$ cat src/rtl/fabric_config_loader.sv
// fabric_config_loader
//   Serial configuration loader for the fabric configuration memory. Hunts for a
//   sync byte, then receives a frame count, N {address, data} records and a CRC-8,
//   all LSB-first, one bit per cycle with cfg_valid high. Each record produces one
//   single-cycle write on the frame-write bus. The fabric stays disabled until a
//   complete, CRC-correct bitstream has been received.
//
// Ports
//   clock         rising-edge clock
//   reset         asynchronous, active-low reset
//   cfg_valid     qualifies cfg_bit; when low nothing advances
//   cfg_bit       serial bitstream bit
//   frame_we      one-cycle frame write strobe
//   frame_addr    frame address, valid with frame_we
//   frame_data    frame payload, valid with frame_we
//   busy          high between sync detection and DONE/ERROR
//   config_done   high while a good bitstream is in place
//   config_error  high after a bad count, bad address or CRC mismatch (until reset)
//   fabric_enable mirror of config_done
module fabric_config_loader #(
  parameter int unsigned FRAME_W    = 33,
  parameter int unsigned NUM_FRAMES = 58,
  parameter int unsigned ADDR_W     = 6
) (
  input  logic               clock,
  input  logic               reset,
  input  logic               cfg_valid,
  input  logic               cfg_bit,
  output logic               frame_we,
  output logic [ADDR_W-1:0]  frame_addr,
  output logic [FRAME_W-1:0] frame_data,
  output logic               busy,
  output logic               config_done,
  output logic               config_error,
  output logic               fabric_enable
);

  localparam int unsigned CntW = $clog2(FRAME_W + 1);
  localparam int unsigned AddrW1 = ADDR_W + 1;

  localparam logic [CntW-1:0]   LastByte  = CntW'(7);
  localparam logic [CntW-1:0]   LastAddr  = CntW'(ADDR_W - 1);
  localparam logic [CntW-1:0]   LastData  = CntW'(FRAME_W - 1);
  localparam logic [7:0]        NumFrames8 = 8'(NUM_FRAMES);
  // One extra bit so NUM_FRAMES == 2^ADDR_W is still representable.
  localparam logic [ADDR_W:0]   NumFramesA = AddrW1'(NUM_FRAMES);
  localparam logic [7:0]        SyncByte  = 8'hA5;

  localparam logic [2:0] StHunt  = 3'd0;
  localparam logic [2:0] StCount = 3'd1;
  localparam logic [2:0] StAddr  = 3'd2;
  localparam logic [2:0] StData  = 3'd3;
  localparam logic [2:0] StCrc   = 3'd4;
  localparam logic [2:0] StDone  = 3'd5;
  localparam logic [2:0] StError = 3'd6;

  logic [2:0]         state_q, state_d;
  logic [7:0]         sync_q, sync_d;
  logic [FRAME_W-1:0] shreg_q, shreg_d;
  logic [CntW-1:0]    bit_cnt_q, bit_cnt_d;
  logic [7:0]         frames_q, frames_d;
  logic [7:0]         crc_q, crc_d;
  logic [ADDR_W-1:0]  addr_q, addr_d;
  logic               frame_we_q, frame_we_d;
  logic [ADDR_W-1:0]  frame_addr_q, frame_addr_d;
  logic [FRAME_W-1:0] frame_data_q, frame_data_d;

  logic [7:0]         sync_shift;
  logic [FRAME_W-1:0] shreg_shift;
  logic [7:0]         field8;
  logic [ADDR_W-1:0]  field_addr;
  logic               crc_fb;
  logic [7:0]         crc_next;

  // Fields arrive LSB-first and enter at the MSB, so a completed W-bit field sits
  // in the top W bits of the shift register.
  assign sync_shift  = {cfg_bit, sync_q[7:1]};
  assign shreg_shift = {cfg_bit, shreg_q[FRAME_W-1:1]};
  assign field8      = shreg_shift[FRAME_W-1 -: 8];
  assign field_addr  = shreg_shift[FRAME_W-1 -: ADDR_W];
  assign crc_fb      = crc_q[7] ^ cfg_bit;
  assign crc_next    = {crc_q[6:0], 1'b0} ^ (crc_fb ? 8'h07 : 8'h00);

  always_comb begin
    state_d      = state_q;
    sync_d       = sync_q;
    shreg_d      = shreg_q;
    bit_cnt_d    = bit_cnt_q;
    frames_d     = frames_q;
    crc_d        = crc_q;
    addr_d       = addr_q;
    frame_we_d   = 1'b0;
    frame_addr_d = frame_addr_q;
    frame_data_d = frame_data_q;

    if (cfg_valid) begin
      case (state_q)
        StHunt, StDone: begin
          sync_d = sync_shift;
          if (sync_shift == SyncByte) begin
            state_d   = StCount;
            // Cleared so a later hunt in DONE needs eight fresh bits.
            sync_d    = '0;
            crc_d     = '0;
            bit_cnt_d = '0;
          end
        end
        StCount: begin
          shreg_d = shreg_shift;
          crc_d   = crc_next;
          if (bit_cnt_q == LastByte) begin
            bit_cnt_d = '0;
            if (field8 == 8'd0 || field8 > NumFrames8) begin
              state_d = StError;
            end else begin
              frames_d = field8;
              state_d  = StAddr;
            end
          end else begin
            bit_cnt_d = bit_cnt_q + CntW'(1);
          end
        end
        StAddr: begin
          shreg_d = shreg_shift;
          crc_d   = crc_next;
          if (bit_cnt_q == LastAddr) begin
            bit_cnt_d = '0;
            if ({1'b0, field_addr} >= NumFramesA) begin
              state_d = StError;
            end else begin
              addr_d  = field_addr;
              state_d = StData;
            end
          end else begin
            bit_cnt_d = bit_cnt_q + CntW'(1);
          end
        end
        StData: begin
          shreg_d = shreg_shift;
          crc_d   = crc_next;
          if (bit_cnt_q == LastData) begin
            bit_cnt_d    = '0;
            frame_we_d   = 1'b1;
            frame_addr_d = addr_q;
            frame_data_d = shreg_shift;
            frames_d     = frames_q - 8'd1;
            state_d      = (frames_q == 8'd1) ? StCrc : StAddr;
          end else begin
            bit_cnt_d = bit_cnt_q + CntW'(1);
          end
        end
        StCrc: begin
          // The CRC byte itself is not folded into the running CRC.
          shreg_d = shreg_shift;
          if (bit_cnt_q == LastByte) begin
            bit_cnt_d = '0;
            state_d   = (field8 == crc_q) ? StDone : StError;
          end else begin
            bit_cnt_d = bit_cnt_q + CntW'(1);
          end
        end
        StError: ;
        default: state_d = StHunt;
      endcase
    end
  end

  always_ff @(posedge clock or negedge reset) begin
    if (!reset) begin
      state_q      <= StHunt;
      sync_q       <= '0;
      shreg_q      <= '0;
      bit_cnt_q    <= '0;
      frames_q     <= '0;
      crc_q        <= '0;
      addr_q       <= '0;
      frame_we_q   <= 1'b0;
      frame_addr_q <= '0;
      frame_data_q <= '0;
    end else begin
      state_q      <= state_d;
      sync_q       <= sync_d;
      shreg_q      <= shreg_d;
      bit_cnt_q    <= bit_cnt_d;
      frames_q     <= frames_d;
      crc_q        <= crc_d;
      addr_q       <= addr_d;
      frame_we_q   <= frame_we_d;
      frame_addr_q <= frame_addr_d;
      frame_data_q <= frame_data_d;
    end
  end

  assign frame_we      = frame_we_q;
  assign frame_addr    = frame_addr_q;
  assign frame_data    = frame_data_q;
  assign busy          = (state_q == StCount) || (state_q == StAddr) ||
                         (state_q == StData)  || (state_q == StCrc);
  assign config_done   = (state_q == StDone);
  assign config_error  = (state_q == StError);
  assign fabric_enable = config_done;

endmodule

$ cat config.mk
export PLATFORM = sky130hd
export DESIGN_NAME = fabric_config_loader
export DESIGN_NICKNAME = d
export VERILOG_FILES = /design/src/rtl/fabric_config_loader.sv
export SDC_FILE = /design/constraint.sdc
export NUM_CORES = 1
export LEC_CHECK = 0
export CAP_MARGIN = 20
export CORE_UTILIZATION = 45
export DETAILED_ROUTE_END_ITERATION = 10
export PLACE_DENSITY_LB_ADDON = 0.15
export SLEW_MARGIN = 20
export SYNTH_ARGS = -nofsm -noshare
export SYNTH_HDL_FRONTEND = slang
export SYNTH_SLANG_ARGS = --single-unit
export TNS_END_PERCENT = 30
$ cat constraint.sdc
create_clock -name clock -period 2.62 [get_ports clock]
set_input_delay 0.524 -clock clock [delete_from_list [all_inputs] [get_ports clock]]
set_output_delay 0.524 -clock clock [all_outputs]
set_load 0.02 [all_outputs]
==> results_dict.tcl <==
set metrics [dict create \
    status "finished clean" \
    grt_setup_unrepaired "false" \
    die_height_um 106.2 \
    cp.required_ns 2.10 \
    critPathSlowestCell "clkdlybuf4s50_1" \
    cts_setup_buffers 0 \
    synth.ff_latch_count 110 \
    ctsHtreeMaxLevel 3 \
    critPathTopFamily "buffers and inverters" \
    worst_pin_slew_ns 0.6678 \
    crit_arrival_ns 1.98 \
    clkSlewWorstSetupHoldPaths_ns 0.11 \
    synth_fp_nets 408 \
    maxCapViolCount 0 \
    numCtsBuffers 9 \
    die-area_mm2 0.01128 \
    ant_nets 0 \
    start_util_pct 46.93 \
    grt_max_degree 51 \
    drt_iter0_drc 113 \
    cp-start-kind "register" \
    worstSetupPathType "register to output port" \
    synth_edf_count 0 \
    gr-total-overflow 0 \
    syn_to_final_growth_pct 18.20 \
    critical_path_buf_inv_count 1 \
    path_cells "nor2_1 > xnor2_1 > clkdlybuf4s50_1" \
    grt_use_total_pct 18.54 \
    total_power_mw 4.493 \
    cts_hold_buf 0 \
    drc_errors 0 \
    yosysUniqueCellTypes 48 \
    vdd_drop_max_mv 0.3893 \
    ys_seq_area_share_pct 56.31 \
    drive_above_1_share_pct 27.09 \
    slowest_delay_ns 0.65 \
    viasPerCell 5.425 \
    cts_resized 0 \
    finalSetupViolCount 0 \
    hold_violations 0 \
    syn_inst 399 \
    drv_slew 0 \
    drt_first_pass_iters 4 \
    fin_crit_sh_pct 95.71 \
    cts_tree "yes" \
    grt_pass1_wl_um 16240 \
    yosysTopAreaCell "dfrtp_1" \
    fin_crit_ns 2.508 \
    synth_common_cells "dfrtp_1 (110), mux2_2 (82), nand2_1 (34)" \
    fill_cells 898 \
    core_area_mm2 0.01042 \
    async_flop_share_pct 100.0 \
    cts_buffer_depth 2 \
    p_per_area_mw_per_mm2 777.7 \
    leakagePower_nw 2.710 \
    synthFlopType "dfrtp_1" \
    gp_congestion 0.8402 \
    worst_skew_pair.late_latency_ns 0.38 \
    drt-total-wl_um 9343 \
    fin_setup_tns_ns 0 \
    synthTopCellsByArea "dfrtp_1 (56%), mux2_2 (19%), nand2_1 (2.6%)" \
    syn_avg_cell_area_um2 12.25 \
    io_buffers 47 \
    holdCritPathClass "input port to asynchronous set/reset pin" \
    cts_root_buf "clkbuf_8" \
    synth_top_area_share_pct 56.31 \
    yosys_warnings 0 \
    fin_nets 458 \
    dp_hpwl_um 6352 \
    antenna_found_initial 0 \
    antenna_cells 0 \
    syn_area_mm2 0.004888 \
    num_rows 37 \
    avgRoutedWirePerCell_um 15.84 \
    yosys.cell_count.top_type "dfrtp_1" \
    die_w_um 106.2 \
    first_global_vias 3270 \
    fmax_mhz 398.8 \
    finalClockSkew_ns 0.01330 \
    numClockSinks 110 \
    route.vias.total 3201 \
    io_pins 48 \
    cp_max_fo 14 \
    max_slew_margin_pct 55.18 \
    endpoint_kind "output port" \
]
==> cells in the final DEF (no fill, tap or decap), drive strengths merged, types with 2 or more instances in the layout <==
cell type      count
or4                5
a22o               4
nand3              9
buf               16
o211ai             4
dfrtp            110
nor2b              3
o21a               2
xor2              10
ha                 5
and3               2
nor2              22
a211oi             3
a31oi              5
inv               12
nor4bb             3
clkbuf            11
a22oi              2
nand2b             2
nor3               5
a2111oi            2
nand4              3
o22a               3
a211o              2
nand2             34
or3                2
mux2              82
o21ai             20
clkdlybuf4s50     46
a21oi              9
nor4               7
==> per-layer routing <==
metal	share of wire (%)	global-route usage (%)
met5	0	0
met4	1.3	6.151
met3	4.8	4.966
met2	48	30.29
met1	46	23.88
==> power by group <==
part | total, mW | switching [mW] | internal [mW] | leakage (nW)
logic | 1.38 | 0.797 | 0.579 | 1.11
registers | 2.12 | 0.237 | 1.88 | 1.50
clock network | 1.00 | 0.606 | 0.395 | 0.0984
==> cell families (layout without fill, tap and decap cells) <==
family	count (synthesis)	count (layout)	synth area share, %
flops	110	110	56.31
simple gates	101	101	10.80
mux	82	82	18.89
compound gates	59	59	7.960
buf+inv	31	86	2.790
xor+xnor	11	11	1.971
fa+ha+maj	5	5	1.280
==> worst paths after layout <==
check | end | slack, ns | cells after the start | from
hold reg to reg | frame_addr[0] | 0.51 | 1 | frame_addr[0]
max in group asynchronous | frame_data[2] | 1.82 | 2 | reset
setup / recovery | busy | 0.11 | 3 | state_q[0]
min in group clock | frame_addr[0] | 0.51 | 1 | frame_addr[0]
setup reg to reg | state_q[2] | 0.30 | 6 | bit_cnt_q[3]
hold / removal | sync_q[3] | 0.1 | 1 | reset
==> stage by stage <==
step           instances  hold slack [ns]  worst slack [ns]  area (um2)  utilization, %
2_1_floorplan        399           0.2284            0.5700        4888               -
4_1_cts              590           0.1111           0.03718        5769           55.39
3_3_place_gp         574           0.4872           0.09863        5579           53.56
5_1_grt              590           0.1246           0.03772        5778           55.47
6_report             590          0.09798            0.1124        5778           55.47
3_5_place_dp         574           0.4950          -0.03974        5579           53.56
==> final cells by class <==
| type | instances | area, um2 | share of cell area [%] |
|---|---|---|---|
| clock buffers | 11 | 141.4 | 2.447 |
| repair buffers | 62 | 618.1 | 10.70 |
| inverters | 8 | 30.03 | 0.5197 |
| well taps | 136 | 170.2 | 2.945 |
| flip-flops and latches | 110 | 2755 | 47.68 |
| multi-input cells | 258 | 2014 | 34.86 |
| clock inverters | 5 | 48.80 | 0.8445 |
==> state kept, by name (all words and copies together), names as in the netlist <==
name and count:
frame_data 33, shreg_q 32, crc_q 8, frames_q 8, sync_q 7, addr_q 6
bit_cnt_q 6, frame_addr 6, state_q 3, frame_we 1
(Power assumes the default switching activity.)
